[config.mk]
export PLATFORM = sky130hd
export DESIGN_NAME = pipe_hazard_ctrl
export DESIGN_NICKNAME = d
export VERILOG_FILES = /design/src/rtl/pipe_hazard_ctrl.sv
export SDC_FILE = /design/constraint.sdc
export NUM_CORES = 1
export LEC_CHECK = 0
export ABC_AREA = 1
export BUFFER_PORTS_ARGS = -buffer_cell sky130_fd_sc_hd__buf_2
export CORE_MARGIN = 2
export CORE_UTILIZATION = 50
export DETAILED_ROUTE_END_ITERATION = 12
export PLACE_DENSITY = 0.75
export SLEW_MARGIN = 10
export SYNTH_ARGS = -nofsm -noshare
export SYNTH_HDL_FRONTEND = slang
export SYNTH_SLANG_ARGS = --single-unit
[constraint.sdc]
create_clock -name clk_i -period 3.6 [get_ports clk_i]
set_clock_uncertainty 0.2 [all_clocks]
set_input_delay 0.54 -clock clk_i [delete_from_list [all_inputs] [get_ports clk_i]]
set_output_delay 0.54 -clock clk_i [all_outputs]
set_load 0.005 [all_outputs]
[src/rtl/pipe_hazard_ctrl.sv]
// pipe_hazard_ctrl -- central hazard controller for the eCPU 5-stage core.
//
// Computes EX-stage operand forwarding selects, inserts load-use bubbles,
// sequences branch/jump flushes with a registered fetch redirect, freezes the
// pipe while the data-memory port is busy, and keeps stall/flush counters.
//
// Ports:
//   clk_i, rst_ni            clock, async active-low reset
//   id_*  / ex_* / mem_* / wb_*   per-stage valid, register addresses, control
//   branch_taken_i, branch_target_i   control-flow decision from execute
//   dmem_busy_i              data memory still working this cycle
//   clear_cnt_i              synchronous clear of both counters
//   forward_a_o/forward_b_o  00 none, 01 from MEM, 10 from WB
//   stall_{if,id,ex,mem}_o   hold the stage's pipeline register
//   flush_{id,ex}_o          load a bubble into IF/ID or ID/EX
//   redirect_valid_o/pc_o    one-cycle registered fetch redirect
//   stall_cycles_o, flush_count_o   wrapping performance counters

// One forwarding mux select per EX source operand.
module hc_fwd_sel #(
  parameter int RAW = 5
) (
  input  logic [RAW-1:0] rs_i,
  input  logic           mem_en_i,
  input  logic [RAW-1:0] mem_rd_i,
  input  logic           wb_en_i,
  input  logic [RAW-1:0] wb_rd_i,
  output logic [1:0]     sel_o
);
  always_comb begin
    sel_o = 2'b00;
    if (mem_en_i && (mem_rd_i == rs_i))     sel_o = 2'b01;
    else if (wb_en_i && (wb_rd_i == rs_i))  sel_o = 2'b10;
  end
endmodule

module pipe_hazard_ctrl #(
  parameter int XLEN           = 32,
  parameter int ADDR_WIDTH     = 32,
  parameter int REG_ADDR_WIDTH = 5
) (
  input  logic                      clk_i,
  input  logic                      rst_ni,
  input  logic                      id_valid_i,
  input  logic [REG_ADDR_WIDTH-1:0] id_rs1_addr_i,
  input  logic [REG_ADDR_WIDTH-1:0] id_rs2_addr_i,
  input  logic                      ex_valid_i,
  input  logic [REG_ADDR_WIDTH-1:0] ex_rs1_addr_i,
  input  logic [REG_ADDR_WIDTH-1:0] ex_rs2_addr_i,
  input  logic [REG_ADDR_WIDTH-1:0] ex_rd_addr_i,
  input  logic                      ex_reg_write_i,
  input  logic                      ex_mem_read_i,
  input  logic                      mem_valid_i,
  input  logic [REG_ADDR_WIDTH-1:0] mem_rd_addr_i,
  input  logic                      mem_reg_write_i,
  input  logic                      mem_mem_read_i,
  input  logic                      wb_valid_i,
  input  logic [REG_ADDR_WIDTH-1:0] wb_rd_addr_i,
  input  logic                      wb_reg_write_i,
  input  logic                      branch_taken_i,
  input  logic [ADDR_WIDTH-1:0]     branch_target_i,
  input  logic                      dmem_busy_i,
  input  logic                      clear_cnt_i,
  output logic [1:0]                forward_a_o,
  output logic [1:0]                forward_b_o,
  output logic                      stall_if_o,
  output logic                      stall_id_o,
  output logic                      stall_ex_o,
  output logic                      stall_mem_o,
  output logic                      flush_id_o,
  output logic                      flush_ex_o,
  output logic                      redirect_valid_o,
  output logic [ADDR_WIDTH-1:0]     redirect_pc_o,
  output logic [XLEN-1:0]           stall_cycles_o,
  output logic [XLEN-1:0]           flush_count_o
);
  localparam int RAW  = REG_ADDR_WIDTH;
  localparam int NOPS = 2;

  typedef enum logic [1:0] {RUN, MEM_WAIT, FLUSH, LU_STALL} state_e;

  state_e                 state_q, state_d;
  logic                   redir_vld_q;
  logic [ADDR_WIDTH-1:0]  redir_pc_q;
  logic [XLEN-1:0]        stall_cnt_q, stall_cnt_d;
  logic [XLEN-1:0]        flush_cnt_q, flush_cnt_d;
  logic                   accept;
  logic                   lu;

  // EX writes a register only matters for forwarding once it reaches MEM/WB.
  logic unused_ex_reg_write;
  assign unused_ex_reg_write = ex_reg_write_i;

  // ---------------- forwarding ----------------
  // A load in MEM has no data yet; load-use stalling covers that case.
  logic                          mem_fwd_en, wb_fwd_en;
  logic [NOPS-1:0][RAW-1:0]      ex_rs;
  logic [NOPS-1:0][1:0]          fwd_sel;

  assign mem_fwd_en = mem_valid_i && mem_reg_write_i && !mem_mem_read_i &&
                      (mem_rd_addr_i != '0);
  assign wb_fwd_en  = wb_valid_i && wb_reg_write_i && (wb_rd_addr_i != '0);
  assign ex_rs[0]   = ex_rs1_addr_i;
  assign ex_rs[1]   = ex_rs2_addr_i;

  for (genvar g = 0; g < NOPS; g++) begin : g_fwd
    hc_fwd_sel #(.RAW(RAW)) u_sel (
      .rs_i     (ex_rs[g]),
      .mem_en_i (mem_fwd_en),
      .mem_rd_i (mem_rd_addr_i),
      .wb_en_i  (wb_fwd_en),
      .wb_rd_i  (wb_rd_addr_i),
      .sel_o    (fwd_sel[g])
    );
  end

  assign forward_a_o = fwd_sel[0];
  assign forward_b_o = fwd_sel[1];

  // ---------------- hazard FSM ----------------
  assign lu = ex_valid_i && ex_mem_read_i && (ex_rd_addr_i != '0) && id_valid_i &&
              ((ex_rd_addr_i == id_rs1_addr_i) || (ex_rd_addr_i == id_rs2_addr_i));

  always_ff @(posedge clk_i or negedge rst_ni) begin
    if (!rst_ni) state_q <= RUN;
    else         state_q <= state_d;
  end

  // Priority: busy > accepted branch > FLUSH cycle > load-use.
  // The load-use check also applies in the cycle busy drops (state MEM_WAIT):
  // the dependent pair was frozen in place and still needs its bubble.
  always_comb begin
    state_d     = RUN;
    accept      = 1'b0;
    stall_if_o  = 1'b0;
    stall_id_o  = 1'b0;
    stall_ex_o  = 1'b0;
    stall_mem_o = 1'b0;
    flush_id_o  = 1'b0;
    flush_ex_o  = 1'b0;
    if (dmem_busy_i) begin
      stall_if_o  = 1'b1;
      stall_id_o  = 1'b1;
      stall_ex_o  = 1'b1;
      stall_mem_o = 1'b1;
      state_d     = MEM_WAIT;
    end else if (branch_taken_i && (state_q != FLUSH)) begin
      accept     = 1'b1;
      flush_id_o = 1'b1;
      flush_ex_o = 1'b1;
      state_d    = FLUSH;
    end else if (state_q == FLUSH) begin
      // Kill the wrong-path fetch that entered while the redirect was in flight.
      flush_id_o = 1'b1;
      flush_ex_o = 1'b1;
      state_d    = RUN;
    end else if (lu) begin
      stall_if_o = 1'b1;
      stall_id_o = 1'b1;
      flush_ex_o = 1'b1;
      state_d    = LU_STALL;
    end
  end

  // ---------------- redirect ----------------
  always_ff @(posedge clk_i or negedge rst_ni) begin
    if (!rst_ni) begin
      redir_vld_q <= 1'b0;
      redir_pc_q  <= '0;
    end else begin
      redir_vld_q <= accept;
      if (accept) redir_pc_q <= branch_target_i;
    end
  end

  assign redirect_valid_o = redir_vld_q;
  assign redirect_pc_o    = redir_pc_q;

  // ---------------- counters ----------------
  always_comb begin
    stall_cnt_d = stall_cnt_q;
    flush_cnt_d = flush_cnt_q;
    if (clear_cnt_i) begin
      stall_cnt_d = '0;
      flush_cnt_d = '0;
    end else begin
      if (stall_if_o) stall_cnt_d = stall_cnt_q + XLEN'(1);
      if (accept)     flush_cnt_d = flush_cnt_q + XLEN'(1);
    end
  end

  always_ff @(posedge clk_i or negedge rst_ni) begin
    if (!rst_ni) begin
      stall_cnt_q <= '0;
      flush_cnt_q <= '0;
    end else begin
      stall_cnt_q <= stall_cnt_d;
      flush_cnt_q <= flush_cnt_d;
    end
  end

  assign stall_cycles_o = stall_cnt_q;
  assign flush_count_o  = flush_cnt_q;
endmodule

==> After elaboration in Yosys (flattened, before gate mapping) <==
Cells that the tools add are included.
{ "classes": {"n_reduce_logical": 21, "muxes": 25, "addsub": 2, "eq_ne": 8} }
{ "op_table": {"columns": ["op", "n"], "rows": [
  ["$mux W32", 4],
  ["$add A32 B1 Y32 const B", 2],
  ["$eq A5 B5 Y1", 6],
  ["$mux W2", 8],
  ["$reduce_bool A5 Y1", 3],
  ["$logic_and A1 B1 Y1", 14],
  ["$mux W1", 13],
  ["$reduce_bool A2 Y1", 2],
  ["$eq A2 B2 Y1 const B", 1],
  ["$ne A2 B2 Y1 const B", 1],
  ["$logic_not A1 Y1", 1],
  ["$logic_or A1 B1 Y1", 1]
]} }
{ "word_totals": {"reg_bits": 99, "in_bits": 81, "word_cells": 61} }

==> Depth between registers and ports, before layout <==
{ "logic_depth": {"ltp_word": 10, "ltp_mapped": 12, "ltp_nobuf": 11} }

==> Hierarchy <==
A second synthesis with hierarchy kept.
{ "hier_totals": {"cells_unflattened": 980, "area_unflattened_um2": 6423.7} }
{ "by_module_without_submodules": {"columns": ["module", "instances", "area_each_um2", "seq_area_each_um2", "cells_per_inst"], "rows": [
  ["pipe_hazard_ctrl", 1, 6038.3, 2477.4, 892],
  ["hc_fwd_sel", 2, 192.7, 0.0, 44]
]} }

==> Worst setup path before layout <==
No wires, ideal clock.
{ "synth_path": {"kind": "input port to output port", "startpoint": "input port ex_rd_addr_i[1]", "endpoint": "output port stall_if_o", "required_ns": 2.860, "t_arrival_ns": 1.447, "setup_slack_ns": 1.413, "path_stages": 12, "cell_sequence": "inv_1 nand2_1 nand2_1 nor2_1 nand3_1 nand2_1 nand2_2 nand2_4 nand2_4 buf_6 inv_1 buf_4"} }
{ "synth_between": {"elab_chain_cells": 8, "word_cells_on_any_way": 11, "cone_classes": "2 x eq/ne; 4 x mux; 5 x reduce/logical"} }
{ "synth_lines": {"columns": ["element", "line", "rtl"], "rows": [
  ["start, declared", "50", "input logic [REG_ADDR_WIDTH-1:0] ex_rd_addr_i,"],
  ["$reduce_bool A5 Y1", "121", "assign lu = ex_valid_i && ex_mem_read_i && (ex_rd_addr_i != '0) && id_valid_i &&"],
  ["$logic_and A1 B1 Y1 (2 in series)", "121", null],
  ["$logic_and A1 B1 Y1 (*)", "121", null],
  ["$mux W1 (*) (4 in series)", null, null],
  ["end, declared", "66", "output logic stall_if_o,"]
]} }
Every way passes the cells marked *; elsewhere a longest branch is shown, timed or not.

==> Worst setup path in the final report <==
{ "layout_path": {"startpoint": "input port ex_rd_addr_i[2]", "endpoint": "output port stall_id_o"} }
{ "layout_between": {"elab_chain_cells": 8, "word_cells_on_any_way": 11, "cone_classes": "2 x eq/ne; 4 x mux; 5 x reduce/logical"} }
{ "layout_lines": {"columns": ["element", "line", "rtl"], "rows": [
  ["$reduce_bool A5 Y1", "121", null],
  ["$logic_and A1 B1 Y1 (2 in series)", "121", null],
  ["$logic_and A1 B1 Y1 (*)", "121", null],
  ["$mux W1 (*)", "157", "end else if (lu) begin"],
  ["$mux W1 (*)", "152", "end else if (state_q == FLUSH) begin"],
  ["$mux W1 (*)", "147", "end else if (branch_taken_i && (state_q != FLUSH)) begin"],
  ["$mux W1 (*)", "141", "if (dmem_busy_i) begin"],
  ["end, declared", "67", "output logic stall_id_o,"]
]} }
Marked as above.

==> metrics.md <==
| Metric | Value |
|---|---|
| Outcome | completed |
| Initial antenna violation count | 1 |
| Slew Limit Fails | 0 |
| DP HPWL | 12,500 µm |
| GR Overflow Total | 0 |
| Reg2reg setup slack | 1.39 ns |
| Critical path arrival | 2.14 ns |
| Tcrit/Tclk final | 0.799 |
| Hold Worst Slack | 0.0567 ns |
| Synth async-reset ratio | 1.00 |
| Clock Power Share | 0.374 |
| Reg area | 0.00248 mm² |
| Slew headroom | 0.510 |
| Die X-Extent | 116 µm |
| Cell area after synthesis | 0.00629 mm² |
| Gate count after technology mapping | 925 |
| Switching share of total power | 0.263 |
| First-pass detailed-route iteration total | 5 |
| First-pass GRT wire length | 27,800 µm |
| Largest net degree at the start of global routing | 68 |
| Top FF cell, synth | dfrtp_1 |
| Hold WC Path Type | in2async |
| Synth cell types | 32 |
| Max Clk Rate | 348 MHz |
| Crit path capture type | output pin |
| Most common cell after layout, fill and taps aside | nand2_1 |
| Via count | 6,459 |
| GPL Wtd Cong | 0.929 |
| Final hold vios | 0 |
| Area Overhead vs Synth | 20.7% |
| Worst-path cell chain | buf_2 > inv_1 > nand2_1 > nand2_1 > nor2_1 > nand3_1 > nand2_1 > nand2_2 > nand2_4 > nand2_4 > inv_1 > buf_2 |
| PwrDens | 323 mW/mm² |
| Layout cells sized above 1 | 0.217 |
| Startpoint type of the worst setup path | primary input |
| DRT iter0 DRCs | 458 |
| P_sw | 0.000645 W |
| Routed wire per std cell | 13.3 µm |
| Nets | 1,178 |
| Multi-input gate area | 0.00323 mm² |
| PortBufs | 186 |
| Post-Place Cell Area | 0.00731 mm² |
| Setup Fix Bufs, Post-CTS | 0 |
| GRT Overall Usage | 0.259 |
| Commonest cells after routing, fill and taps aside | nand2_1 (337), buf_2 (185), inv_1 (102) |
| Syn_nets | 1,008 |
| Leakage power | 4.13 nW |
| Hold buffer count at cts | 0 |
| Via-to-Cell Ratio | 5.09 |
| Yosys warns | 0 |
| Area share of the largest cell type after synthesis | 0.394 |
| Area leader, netlist | dfrtp_1 |
| Sequential power share | 0.493 |
| DRC | 0 |
| Peak VDD IR | 0.265 mV |
| Synth top area cells | dfrtp_1 (39%), nand2_1 (20%), nand3_1 (6.2%) |
| Top-Level Pins | 188 |
| Sink Count | 99 |
| Final ANT Viol Nets | 0 |
| Fin area | 0.00759 mm² |
| RSZ-0062 raised after global routing | no |
| Final WL | 16,800 µm |
| Max-cap violation count | 0 |
| TritonCTS buffer count | 9 |
| Number of fill cells | 1,187 |
| Crit Path Category | in2out |
| Root buf cell | clkbuf_16 |
| Worst-Skew Late Latency | 0.35 ns |
| Critical Path Fanout Max | 33 |
| Post-synth EDFFs | 0 |
| CP most frequent cell | nand2_1 |
| Endpoints failing setup | 0 |
| CTS Buffer Depth | 2 |
| Clock-pin slew on the worst setup and hold paths | 0.06 ns |
| Worst reg2reg path endpoint | stall_cycles_o[30]$_DFFE_PN0P_ |
| Min Tclk post-route | 2.88 ns |
| Post-Route Utilization | 0.624 |
| Comb power frac | 0.132 |
| Clock tree from TritonCTS | yes |
| P_int | 0.00180 W |
| Setup TNS | 0 ns |
| Non-Filler Instances | 1,268 |
| Die area | 0.0135 mm² |
| Placed insts | 1,252 |
| Worst reg2reg path startpoint | stall_cycles_o[0]$_DFFE_PN0P_ |
| Worst Max-Slew Pin Slew | 0.735 ns |
| CP max stage delay | 0.32 ns |
| Reg2Reg Depth | 11 |
| H-tree lvl count | 3 |
| Number of global-route vias before repair | 5,792 |
| Core area | 0.0122 mm² |
| PostCTS Resize Cnt | 0 |
| Chip Height | 116 µm |
| Mean post-synth cell area | 6.80 µm² |
| #FFs+latches synth | 99 |
| # rows | 40 |
| Worst EP required | 2.86 ns |
| Starting Density | 0.517 |
| Register area share after synthesis | 0.394 |
| Slowest cell on the critical path | nand2_4 |
[cell families (layout without fill, tap and decap cells)]
family	Yosys count	in the layout	share of synthesized area
and+or+nand+nor	610	610	0.426
buffers and inverters	141	315	0.0925
adders and majority gates	2	2	0.00398
other	0	1	0
xor gates and xnor gates	39	39	0.0543
AOI/OAI and AO/OA	34	34	0.0293
DFF	99	99	0.394
[per-layer routing]
layer	track usage	up-vias	routed length (µm)
li1	-	3267	-
met4	0.0802	0	247
met5	0	-	0
met2	0.414	233	7710
met3	0.0493	17	1220
met1	0.361	2942	7670
[cell type report]
cell class | count | area share
clock buffers | 11 | 0.0333
well taps | 168 | 0.0277
diodes | 1 | 0.000330
flip-flops and latches | 99 | 0.326
repair buffers | 191 | 0.130
clock inverters | 4 | 0.00346
multi-input cells | 685 | 0.425
inverters | 109 | 0.0539
[cell usage after synthesis, drive strengths merged (9+ instances only)]
library cell	count
nand2	344
dfrtp	99
inv	109
clkbuf	9
buf	23
nand4	53
a21oi	10
xor2	19
nand3	79
o21ai	19
nor3	25
nor2	106
xnor2	20
[power groups by stage]
stage / registers, W / logic (W) / clock network (W)
6_report: 0.00121 / 0.000324 / 0.000917
5_1_grt: 0.00121 / 0.000370 / 0.000978
2_1_floorplan: 0.00123 / 0.000156 / 0
3_3_place_gp: 0.00123 / 0.000321 / 0
3_5_place_dp: 0.00122 / 0.000330 / 0
4_1_cts: 0.00121 / 0.000329 / 0.000929
[worst max-delay path: cells and delay by family]
kind	cells	cell delay, ns
and+or+nand+nor	8	1.10
buffers and inverters	4	0.51
[worst max-delay path by stage]
stage               slack [ns]         end       startpoint  cells past startpoint
floorplan                 1.41  stall_if_o  ex_rd_addr_i[1]                     12
global placement          0.75  stall_id_o  ex_rd_addr_i[2]                     12
detailed placement        0.72  stall_id_o  ex_rd_addr_i[2]                     12
CTS                       0.71  stall_id_o  ex_rd_addr_i[2]                     12
global route              0.51  stall_id_o  ex_rd_addr_i[0]                     12
finish                    0.72  stall_id_o  ex_rd_addr_i[2]                     12
[per-stage QoR]
| stage | power, W | setup slack, ns |
|---|---|---|
| floorplan | 0.00139 | 1.41 |
| global placement | 0.00155 | 0.747 |
| detailed placement | 0.00155 | 0.721 |
| CTS | 0.00247 | 0.711 |
| global route | 0.00256 | 0.511 |
| finish | 0.00245 | 0.723 |
[state kept, by name, indices dropped and copies added, names as in the netlist]
signal and count:
stall_cycles_o 32, flush_count_o 32, redirect_valid_o 1, redirect_pc_o 32
state_q 2
(Power assumes the default switching activity.)
